<file path="config.mk">
export PLATFORM = sky130hd
export DESIGN_NAME = lsu_flat
export DESIGN_NICKNAME = d
export VERILOG_FILES = /design/src/rtl/lsu_pkg.sv /design/src/rtl/lsu_if.sv /design/src/rtl/lsu_align.sv /design/src/rtl/lsu.sv /design/src/flat_wrapper.sv
export SDC_FILE = /design/constraint.sdc
export NUM_CORES = 1
export LEC_CHECK = 0
export BUFFER_PORTS_ARGS = -buffer_cell sky130_fd_sc_hd__buf_4
export CAP_MARGIN = 20
export CORE_MARGIN = 3
export CORE_UTILIZATION = 30
export CTS_CLUSTER_SIZE = 8
export DETAILED_ROUTE_END_ITERATION = 8
export PLACE_DENSITY_LB_ADDON = 0.15
export SYNTH_ARGS = -nofsm -noshare
export SYNTH_HDL_FRONTEND = slang
export SYNTH_SLANG_ARGS = --single-unit
</file>
<file path="constraint.sdc">
create_clock -name clk -period 2.2 [get_ports clk]
set_input_delay 0.11 -clock clk [delete_from_list [all_inputs] [get_ports clk]]
set_output_delay 0.11 -clock clk [all_outputs]
set_load 0.02 [all_outputs]
</file>
<file path="src/rtl/lsu_pkg.sv">
// Shared FSM state, memword encodings and misalignment decode for the load/store unit.
package lsu_pkg;

  typedef enum logic [1:0] {
    ST_IDLE = 2'd0,
    ST_REQ  = 2'd1,
    ST_RESP = 2'd2,
    ST_DONE = 2'd3
  } state_e;

  localparam logic [1:0] MW_BYTE = 2'b00;
  localparam logic [1:0] MW_HALF = 2'b01;
  localparam logic [1:0] MW_WORD = 2'b10;

  localparam logic MEMRW_WRITE = 1'b1;

  // The illegal size encoding is refused the same way as a misaligned access.
  function automatic logic misaligned(input logic [1:0] memword, input logic [1:0] offset);
    logic bad;
    bad = 1'b0;
    case (memword)
      MW_BYTE: bad = 1'b0;
      MW_HALF: bad = offset[0];
      MW_WORD: bad = |offset;
      default: bad = 1'b1;
    endcase
    return bad;
  endfunction

endpackage

</file>
<file path="src/rtl/lsu_if.sv">
// Core-side request/response plus data-memory bus signals of the load/store unit.
interface lsu_if #(
  parameter int ADDR_W = 32
);
  logic              req;
  logic              memrw;
  logic [1:0]        memword;
  logic              memsign;
  logic [ADDR_W-1:0] addr;
  logic [31:0]       wdata;
  logic              busy;
  logic              done;
  logic [31:0]       rdata;
  logic              misalign;
  logic              dm_req;
  logic              dm_we;
  logic [ADDR_W-1:0] dm_addr;
  logic [3:0]        dm_be;
  logic [31:0]       dm_wdata;
  logic              dm_gnt;
  logic              dm_rvalid;
  logic [31:0]       dm_rdata;

  modport slave (
    input  req, memrw, memword, memsign, addr, wdata, dm_gnt, dm_rvalid, dm_rdata,
    output busy, done, rdata, misalign, dm_req, dm_we, dm_addr, dm_be, dm_wdata
  );

  modport master (
    output req, memrw, memword, memsign, addr, wdata, dm_gnt, dm_rvalid, dm_rdata,
    input  busy, done, rdata, misalign, dm_req, dm_we, dm_addr, dm_be, dm_wdata
  );
endinterface

</file>
<file path="src/rtl/lsu_align.sv">
// Byte-lane steering: byte enables, store replication, load shift and extension.
// Latency: purely combinational, zero cycles.
// Backpressure: none; outputs follow the registered access descriptor.
module lsu_align
  import lsu_pkg::*;
(
  input  logic [1:0]  memword,
  input  logic        memsign,
  input  logic [1:0]  offset,
  input  logic [31:0] wdata,
  input  logic [31:0] dm_rdata,
  output logic [3:0]  be,
  output logic [31:0] wdata_rep,
  output logic [31:0] rdata_ext
);

  logic [15:0] low;

  always_comb begin
    be        = 4'b1111;
    wdata_rep = wdata;
    rdata_ext = dm_rdata;
    low       = 16'(dm_rdata >> {offset, 3'b000});
    case (memword)
      MW_BYTE: begin
        be        = 4'b0001 << offset;
        wdata_rep = {4{wdata[7:0]}};
        rdata_ext = memsign ? {24'd0, low[7:0]} : {{24{low[7]}}, low[7:0]};
      end
      MW_HALF: begin
        be        = 4'b0011 << offset;
        wdata_rep = {2{wdata[15:0]}};
        rdata_ext = memsign ? {16'd0, low} : {{16{low[15]}}, low};
      end
      default: begin
        be        = 4'b1111;
        wdata_rep = wdata;
        rdata_ext = dm_rdata;
      end
    endcase
  end

endmodule

</file>
<file path="src/rtl/lsu.sv">
// Load/store unit: one data-memory bus transaction per core LOAD/STORE, aligned load return.
// Latency: store 2 cycles, load 3 cycles minimum; refused (misaligned) access 1 cycle.
// Backpressure: busy stalls the core until done; bus grant/response may be delayed arbitrarily.
module lsu
  import lsu_pkg::*;
#(
  parameter int ADDR_W = 32
) (
  input  logic  clk,
  input  logic  rst_n,
  lsu_if.slave  bus
);

  state_e            state_q, state_d;
  logic              memrw_q, memrw_d;
  logic [1:0]        memword_q, memword_d;
  logic              memsign_q, memsign_d;
  logic [ADDR_W-1:0] addr_q, addr_d;
  logic [31:0]       wdata_q, wdata_d;
  logic [31:0]       rdata_q, rdata_d;
  logic              misalign_q, misalign_d;

  logic [3:0]  be;
  logic [31:0] wdata_rep;
  logic [31:0] rdata_ext;
  logic        in_req;

  lsu_align u_align (
    .memword   (memword_q),
    .memsign   (memsign_q),
    .offset    (addr_q[1:0]),
    .wdata     (wdata_q),
    .dm_rdata  (bus.dm_rdata),
    .be        (be),
    .wdata_rep (wdata_rep),
    .rdata_ext (rdata_ext)
  );

  always_comb begin
    state_d    = state_q;
    memrw_d    = memrw_q;
    memword_d  = memword_q;
    memsign_d  = memsign_q;
    addr_d     = addr_q;
    wdata_d    = wdata_q;
    rdata_d    = rdata_q;
    misalign_d = 1'b0;
    case (state_q)
      ST_IDLE: begin
        if (bus.req) begin
          rdata_d = '0;
          if (misaligned(bus.memword, bus.addr[1:0])) begin
            misalign_d = 1'b1;
            state_d    = ST_DONE;
          end else begin
            memrw_d   = bus.memrw;
            memword_d = bus.memword;
            memsign_d = bus.memsign;
            addr_d    = bus.addr;
            wdata_d   = bus.wdata;
            state_d   = ST_REQ;
          end
        end
      end
      ST_REQ: begin
        if (bus.dm_gnt) begin
          state_d = (memrw_q == MEMRW_WRITE) ? ST_DONE : ST_RESP;
        end
      end
      ST_RESP: begin
        if (bus.dm_rvalid) begin
          rdata_d = rdata_ext;
          state_d = ST_DONE;
        end
      end
      default: state_d = ST_IDLE;
    endcase
  end

  always_ff @(posedge clk or negedge rst_n) begin
    if (!rst_n) begin
      state_q    <= ST_IDLE;
      memrw_q    <= 1'b0;
      memword_q  <= MW_BYTE;
      memsign_q  <= 1'b0;
      addr_q     <= '0;
      wdata_q    <= '0;
      rdata_q    <= '0;
      misalign_q <= 1'b0;
    end else begin
      state_q    <= state_d;
      memrw_q    <= memrw_d;
      memword_q  <= memword_d;
      memsign_q  <= memsign_d;
      addr_q     <= addr_d;
      wdata_q    <= wdata_d;
      rdata_q    <= rdata_d;
      misalign_q <= misalign_d;
    end
  end

  // Lane enables and write strobe are only meaningful while the request is on the bus.
  assign in_req       = (state_q == ST_REQ);
  assign bus.dm_req   = in_req;
  assign bus.dm_we    = in_req & (memrw_q == MEMRW_WRITE);
  assign bus.dm_be    = in_req ? be : 4'b0000;
  assign bus.dm_addr  = {addr_q[ADDR_W-1:2], 2'b00};
  assign bus.dm_wdata = wdata_rep;
  assign bus.done     = (state_q == ST_DONE);
  assign bus.misalign = misalign_q;
  assign bus.rdata    = rdata_q;
  assign bus.busy     = bus.req & ~bus.done;

endmodule

</file>
<file path="src/flat_wrapper.sv">
// flat-port wrapper written by rule: the top's interface ports become plain ports
module lsu_flat import lsu_pkg::*;
#(
  parameter int ADDR_W = 32
)
  (clk, rst_n, bus_req, bus_memrw, bus_memword, bus_memsign, bus_addr, bus_wdata, bus_dm_gnt, bus_dm_rvalid, bus_dm_rdata, bus_busy, bus_done, bus_rdata, bus_misalign, bus_dm_req, bus_dm_we, bus_dm_addr, bus_dm_be, bus_dm_wdata);
  lsu_if #(.ADDR_W(ADDR_W)) bus_i ();
  input  logic clk;
  input  logic rst_n;
  input wire logic [$bits(bus_i.req)-1:0] bus_req;
  input wire logic [$bits(bus_i.memrw)-1:0] bus_memrw;
  input wire logic [$bits(bus_i.memword)-1:0] bus_memword;
  input wire logic [$bits(bus_i.memsign)-1:0] bus_memsign;
  input wire logic [$bits(bus_i.addr)-1:0] bus_addr;
  input wire logic [$bits(bus_i.wdata)-1:0] bus_wdata;
  input wire logic [$bits(bus_i.dm_gnt)-1:0] bus_dm_gnt;
  input wire logic [$bits(bus_i.dm_rvalid)-1:0] bus_dm_rvalid;
  input wire logic [$bits(bus_i.dm_rdata)-1:0] bus_dm_rdata;
  output wire logic [$bits(bus_i.busy)-1:0] bus_busy;
  output wire logic [$bits(bus_i.done)-1:0] bus_done;
  output wire logic [$bits(bus_i.rdata)-1:0] bus_rdata;
  output wire logic [$bits(bus_i.misalign)-1:0] bus_misalign;
  output wire logic [$bits(bus_i.dm_req)-1:0] bus_dm_req;
  output wire logic [$bits(bus_i.dm_we)-1:0] bus_dm_we;
  output wire logic [$bits(bus_i.dm_addr)-1:0] bus_dm_addr;
  output wire logic [$bits(bus_i.dm_be)-1:0] bus_dm_be;
  output wire logic [$bits(bus_i.dm_wdata)-1:0] bus_dm_wdata;
  assign bus_i.req = bus_req;
  assign bus_i.memrw = bus_memrw;
  assign bus_i.memword = bus_memword;
  assign bus_i.memsign = bus_memsign;
  assign bus_i.addr = bus_addr;
  assign bus_i.wdata = bus_wdata;
  assign bus_i.dm_gnt = bus_dm_gnt;
  assign bus_i.dm_rvalid = bus_dm_rvalid;
  assign bus_i.dm_rdata = bus_dm_rdata;
  assign bus_busy = bus_i.busy;
  assign bus_done = bus_i.done;
  assign bus_rdata = bus_i.rdata;
  assign bus_misalign = bus_i.misalign;
  assign bus_dm_req = bus_i.dm_req;
  assign bus_dm_we = bus_i.dm_we;
  assign bus_dm_addr = bus_i.dm_addr;
  assign bus_dm_be = bus_i.dm_be;
  assign bus_dm_wdata = bus_i.dm_wdata;
  lsu #(.ADDR_W(ADDR_W)) u_core (.clk(clk), .rst_n(rst_n), .bus(bus_i));
endmodule
</file>
==> impl_results.md, run 1 <==
* Synthesized instance count at 432
* Seq pwr share at 29.5%
* Slew at the pin closest to its max-slew limit at 1.08 ns
* Ys async rst share at 100%
* Largest net degree at the start of global routing at 45
* Final setup violation count at 0
* Syn. warnings at 0
* Avg Cell Area, Syn at 12.3 µm²
* Root Driver: clkbuf_16
* Fin crit period at 1.98 ns
* Final hold violations at 0
* Worst path required time at 2.09 ns
* Post-DR vias/cell at 4.73
* #FFs+latches synth at 103
* Fin Setup TNS at 0 ns
* Port Buffer Count at 207
* Max-Cap Viols at 0
* Most used cell, CP: buf_4
* Cell row count at 48
* H-tree levels at 3
* Netlist cell types at 44
* Ant. Diodes at 0
* Top post-synthesis cells by area: dfrtp_1 (49%), mux2_2 (14%), buf_4 (5.9%), mux2_4 (5.7%), a221o_1 (3.0%)
* Pre-Repair DR Iteration Count at 4
* Critical path's top delay family: buffers and inverters
* Die height at 139 µm
* DRT Wirelength at 15300 µm
* Die area at 0.0193 mm²
* Synth top area share at 48.5%
* Vias post-DR at 4287
* Worst-path fanout max at 11
* Critical Setup Path Class: flip-flop to output pin
* Initial Utilization at 30.7%
* Layout cell share with drive strength beyond 1 at 50.6%
* Mapped Area at 0.00531 mm²
* Filler cell count at 1642
* Crit share post-route at 90.1%
* Worst-case clock buffer depth at 2
* Crit. End Element: output pin
* Worst path max stage delay at 0.39 ns
* Inst Count DP at 817
* First-pass GRT wire length at 24600 µm
* Switch share at 40.6%
* Peak supply drop at 0.000769 V
* Worst hold path class: input pin to flip-flop
* Ports at 210
* Post-synth EDFFs at 0
* Fmax at 505 MHz
* ANT nets after route at 0
* Data arrival time of the worst path at 1.87 ns
* Fin nets at 786
* Worst rel slew slack at 26.9%
* Internal Power at 6.87 mW
* Post-CTS setup buffer count at 0
* CP Cell Sequence: buf_4 -> nor2_4 -> buf_4 -> mux2_2 -> buf_4
* Post-synthesis sequential area ratio at 48.5%
* Placement Setup Slack at 0.0562 ns
* Bufs and invs on worst path at 3
* Power Dens Cells at 1450 mW/mm²
* Unrepaired setup endpoints after global routing: no
* Clock Skew at 0.00779 ns
* Final Non-Filler Cells at 907
* CTS tree: done
* Final worst slack at 0.219 ns
* CTS Sinks at 103
* Pleak at 3.82 nW
* Vias in the first global route at 4700
* Psw at 4.69 mW
* Post-synth top cells: dfrtp_1 (103), mux2_2 (68), buf_4 (42)
* GP Congestion at 0.788
* Routed wire per std cell at 16.9 µm
* Post-DP HPWL at 11400 µm
* Initial antenna violation count at 0
* Status: finished clean
* Chip Width at 139 µm
* Clk slew on worst S/H paths at 0.08 ns
* Count leader, synth: dfrtp_1
* Most used DFF post-synth: dfrtp_1
* GRT Util Overall at 15.8%
* Clk pwr share at 15.0%
* Post-synth top area cell: dfrtp_1
* P&R area growth vs syn at 49.5%
* Logic gate share of total power at 55.5%
* Slowest-stage cell, CP: dfrtp_1
* Fin. max-slew vios at 0
* Total global routing overflow at 0
* DR DRC count at 0
* Core footprint at 0.0173 mm²
* Startpoint Class: flip-flop
* Cts bufs inserted at 9
* DRT iter0 DRCs at 195
* Worst-Skew Late Latency at 0.35 ns
[flip-flops by register name (all words and copies together), names as in the netlist]
name / cells
u_core.wdata_q: 32
u_core.state_q: 2
u_core.addr_q: 32
u_core.bus.misalign: 1
u_core.memrw_q: 1
u_core.bus.rdata: 32
u_core.memsign_q: 1
u_core.memword_q: 2
[per-stage QoR]
step                utilization [%]  instance area (µm²)  total power, mW  hold WS, ns
finish                         45.9                 7950             11.6       0.0190
floorplan                         -                 5320             7.72       -0.186
global route                   45.9                 7950             12.3      0.00585
detailed placement             39.8                 6880             9.84        0.147
global placement               39.8                 6880             9.75        0.148
CTS                            45.9                 7930             11.7     0.000623
[cells by family (layout without fill, tap and decap cells)]
family          Yosys count  after routing  synth area share, %
flops                   103            103                 48.5
other cells               1              2               0.0706
fa+ha+maj                 4              4                0.942
mux                     100            100                 22.6
buf+inv                  77            326                 9.18
compound gates           85             85                 12.9
simple gates             62             62                 5.82
[power by group through the flow]
stage | Clock [mW] | Sequential (mW) | Combinational [mW]
finish | 1.73 | 3.41 | 6.42
global route | 1.89 | 3.54 | 6.92
CTS | 1.80 | 3.41 | 6.52
detailed placement | 0 | 3.44 | 6.40
global placement | 0 | 3.40 | 6.35
floorplan | 0 | 3.48 | 4.24
[metal layers]
layer / track usage (%) / routed length [µm]
met1: 20.4 / 6680
met2: 25.3 / 7300
met3: 4.45 / 1020
met4: 5.82 / 286
met5: 0 / 0
[cell type report]
class	count	area (µm²)	area share, %
clock buffers	9	225	2.83
well taps	225	282	3.54
inverters	10	37.5	0.472
clock inverters	7	95.1	1.20
repair buffers	300	2460	31.0
flip-flops and latches	103	2580	32.5
multi-input cells	253	2270	28.5
[final timing paths]
check	startpoint	cells past startpoint	slack, ns	end
worst min-delay path	bus_addr[0]	2	0.02	u_core.addr_q[0]
worst max register to register	u_core.addr_q[1]	4	0.23	u_core.bus.rdata[12]
min in group asynchronous	rst_n	2	0.30	u_core.addr_q[2]
worst min register to register	u_core.bus.rdata[0]	1	0.50	u_core.bus.rdata[0]
max in group asynchronous	rst_n	3	1.11	u_core.addr_q[31]
worst max-delay path	u_core.memword_q[0]	5	0.22	bus_dm_wdata[10]
[layout by cell type, fill, tap and decap left out, types with 4 or more instances in the layout]
cell type and instances:
ha_1 4, mux2_2 68, a22oi_1 6, dlygate4sd3_1 73
a221o_1 16, mux2_4 20, nor2b_1 5, mux2i_1 11
nand2_1 20, a21oi_1 4, a32oi_1 5, a221o_2 6
o21ai_0 22, o2bb2ai_1 8, dfrtp_1 102, o21a_1 6
nor2_1 14, buf_4 225, clkbuf_16 9, inv_1 10
nand2b_1 11
[repair_timing]
action | CTS | global route
hold buffers | 73 | 0
gates resized for setup | 0 | 1
endpoints found under the hold margin | 110 | 0
setup endpoints to repair | 0 | 5
No activity file was read; power rests on OpenSTA's default activity.
==> run 2: changes to the inputs <==
Settings changed: SETUP_SLACK_MARGIN set to 0.4, SYNTH_HIERARCHICAL set to 1.
==> run 2 against run 1 <==
Non-clock buffer count rose by 1. Synthesized area is 8.9% higher. Sequential share of layout area is 2.3 points lower. Final cell count grew 8.5%. Flip-flop and latch count unchanged. Die area grew 8.5%. Power grew 6.5%. Critical endpoint is now u_core/bus.rdata[5]. Largest power group unchanged. Highest routed layer unchanged.
==> impl_results.md, run 2 <==
* Startpoint Class: flip-flop
* Core footprint at 0.0188 mm² (+8.9%)
* Data arrival time of the worst path at 2.05 ns (+0.18 ns)
* Worst-Skew Late Latency at 0.35 ns (about the same)
* Post-synth top cells: dfrtp_1 (103), mux2_4 (50), buf_4 (41)
* Ant. Diodes at 0 (unchanged)
* Slowest-stage cell, CP: or3_4
* Bufs and invs on worst path at 2 (-1)
* Die area at 0.0210 mm² (+8.5%)
* Total Power at 12.3 mW (+6.5%)
* Worst path required time at 2.43 ns (+0.34 ns)
* DRT Wirelength at 17600 µm (+15%)
* #FFs+latches synth at 103 (unchanged)
* Fin. max-slew vios at 0 (unchanged)
* Initial Utilization at 30.7% (about the same)
* Largest net degree at the start of global routing at 50 (+11%)
* P&R area growth vs syn at 48.0%
* Fin nets at 829 (+5.5%)
* Multi-input logic area at 0.00271 mm² (+20%)
* Worst-case clock buffer depth at 2 (unchanged)
* Unrepaired setup endpoints after global routing: yes
* Worst path max stage delay at 0.44 ns (+0.05 ns)
* Critical path's top delay family: simple AND/OR/NAND/NOR gates
* Crit share post-route at 82.5% (-7.6 points)
* Netlist cell types at 48 (+9.1%)
* DR DRC count at 0 (unchanged)
* Peak supply drop at 0.000710 V (-7.6%)
* Worst-path fanout max at 16 (+5)
* Clk slew on worst S/H paths at 0.07 ns (about the same)
* Die height at 145 µm (+4.1%)
* Total global routing overflow at 0 (unchanged)
* CTS Sinks at 103 (unchanged)
* Cts bufs inserted at 9 (unchanged)
* Synthesized instance count at 482 (+12%)
* Clock Skew at 0.00679 ns (-0.000996 ns)
* Most frequent cells in the layout: buf_4 (217), dfrtp_1 (99), dlygate4sd3_1 (65)
* Top post-synthesis cells by area: dfrtp_1 (45%), mux2_4 (13%), mux2_2 (7.8%), buf_4 (5.3%), a22o_1 (4.8%)
* ANT nets after route at 0 (unchanged)
* Post-DR vias/cell at 4.71 (-0.30%)
* GRT Util Overall at 15.9% (+0.089 points)
* Vias in the first global route at 4802 (+2.2%)
* Critical Setup Path Class: flip-flop to flip-flop
* Cell row count at 50 (+4.2%)
* Most used DFF post-synth: dfrtp_1
* Routed wire per std cell at 17.9 µm (+6.3%)
* Max-Cap Viols at 0 (unchanged)
* CTS tree: done
* Count leader, synth: dfrtp_1
* FF+latch area at 0.00258 mm² (+0.24%)
* Initial antenna violation count at 0 (unchanged)
* First-pass GRT wire length at 25900 µm (+5.5%)
* Post-DP HPWL at 12000 µm (+5.6%)
* Post-synth top area cell: dfrtp_1
* Crit. End Element: flip-flop
* Syn. warnings at 6 (+6)
* Inst Count DP at 890 (+8.9%)
* Final Non-Filler Cells at 984 (+8.5%)
* Worst hold path class: input pin to flip-flop
* Fmax at 551 MHz (+9.2%)
* Pre-Repair DR Iteration Count at 4 (unchanged)
* Ports at 210 (unchanged)
* Pleak at 4.24 nW (+11%)
* Filler cell count at 1736 (+5.7%)
* Fin crit period at 1.81 ns (-0.167 ns)
* Post-synth EDFFs at 0 (unchanged)
* Vias post-DR at 4637 (+8.2%)
* Ys async rst share at 100% (unchanged)
* Final setup violation count at 0 (unchanged)
* Synth top area share at 44.6% (-3.9 points)
* Fin Setup TNS at 0 ns (unchanged)
* Design area at 0.00856 mm² (+7.7%)
* Mapped Area at 0.00578 mm² (+8.9%)
* CP Cell Sequence: inv_2 -> ha_2 -> nor2b_4 -> or3_4 -> buf_12 -> a22o_1
* Commonest non-fill, non-tap cell in the layout: buf_4
* H-tree levels at 3 (unchanged)
* Final hold violations at 0 (unchanged)
* Power Dens Cells at 1440 mW/mm² (-1.2%)
* DRT iter0 DRCs at 247 (+27%)
* GP Congestion at 0.794 (+0.66%)
* Final Util at 45.5% (-0.49 points)
* Area post-placement at 0.00731 mm² (+6.2%)
* Port Buffer Count at 207 (unchanged)
* Avg Cell Area, Syn at 12.0 µm² (-2.4%)
* Status: finished clean
* Post-synthesis sequential area ratio at 44.6% (-3.9 points)
* Layout cell share with drive strength beyond 1 at 50.4% (-0.17 points)
* Root Driver: clkbuf_16
* Chip Width at 145 µm (+4.1%)
## run 2: path summary, 6_finish.rpt
path | startpoint | to | slack, ns | cells after the start
max | u_core/state_q[1] | u_core/bus.rdata[5] | 0.39 | 6
min | bus_memword[1] | u_core/memword_q[1] | 0.03 | 2
max reg2reg | u_core/state_q[1] | u_core/bus.rdata[5] | 0.39 | 6
min reg2reg | u_core/addr_q[16] | u_core/addr_q[16] | 0.51 | 1
max in group asynchronous | rst_n | u_core/addr_q[1] | 1.25 | 3
min in group asynchronous | rst_n | u_core/bus.rdata[25] | 0.26 | 2
## run 2: layer usage
metal / share of wire (%) / wire length (µm) / GRT usage (%)
met1: 42 / 7320 / 19.7
met3: 7.8 / 1380 / 5.06
met2: 48 / 8470 / 26.1
met5: 0 / 0 / 0
met4: 2.6 / 450 / 5.30
## run 2: logic make-up (layout without fill, tap and decap cells)
family          count (synthesis)  in the layout  share of synthesized area (%)
compound gates                 95             95                           12.6
simple gates                   82             82                           7.57
other cells                     1              2                         0.0648
buf+inv                        88            329                           10.0
mux                           109            109                           24.3
flops                         103            103                           44.6
fa+ha+maj                       4              4                          0.865
## run 2: timing repair
item | in CTS | in global routing
setup buffers | 8 | 2
hold buffers | 65 | 0
pin swaps | 0 | 2
setup endpoints to repair | 108 | 91
cloned | 0 | 4
hold endpoints to repair | 97 | 0
gates resized for setup | 15 | 25
## run 2: per-stage QoR
step                hold slack (ns)  setup WS, ns
floorplan                    -0.186         0.435
global placement              0.115         0.329
detailed placement            0.116         0.262
CTS                          0.0243         0.408
global route                 0.0209         0.359
finish                       0.0335         0.385
## run 2: layout make-up
class | instances | area share [%]
flip-flops and latches | 103 | 30.2
well taps | 260 | 3.80
clock buffers | 10 | 2.79
multi-input cells | 292 | 31.7
clock inverters | 5 | 0.687
repair buffers | 301 | 30.3
inverters | 13 | 0.570
## run 2: power by group
part | switching (mW) | internal (mW) | total (mW)
clock | 0.740 | 0.908 | 1.65
combinational | 3.46 | 3.70 | 7.16
sequential | 0.707 | 2.79 | 3.50
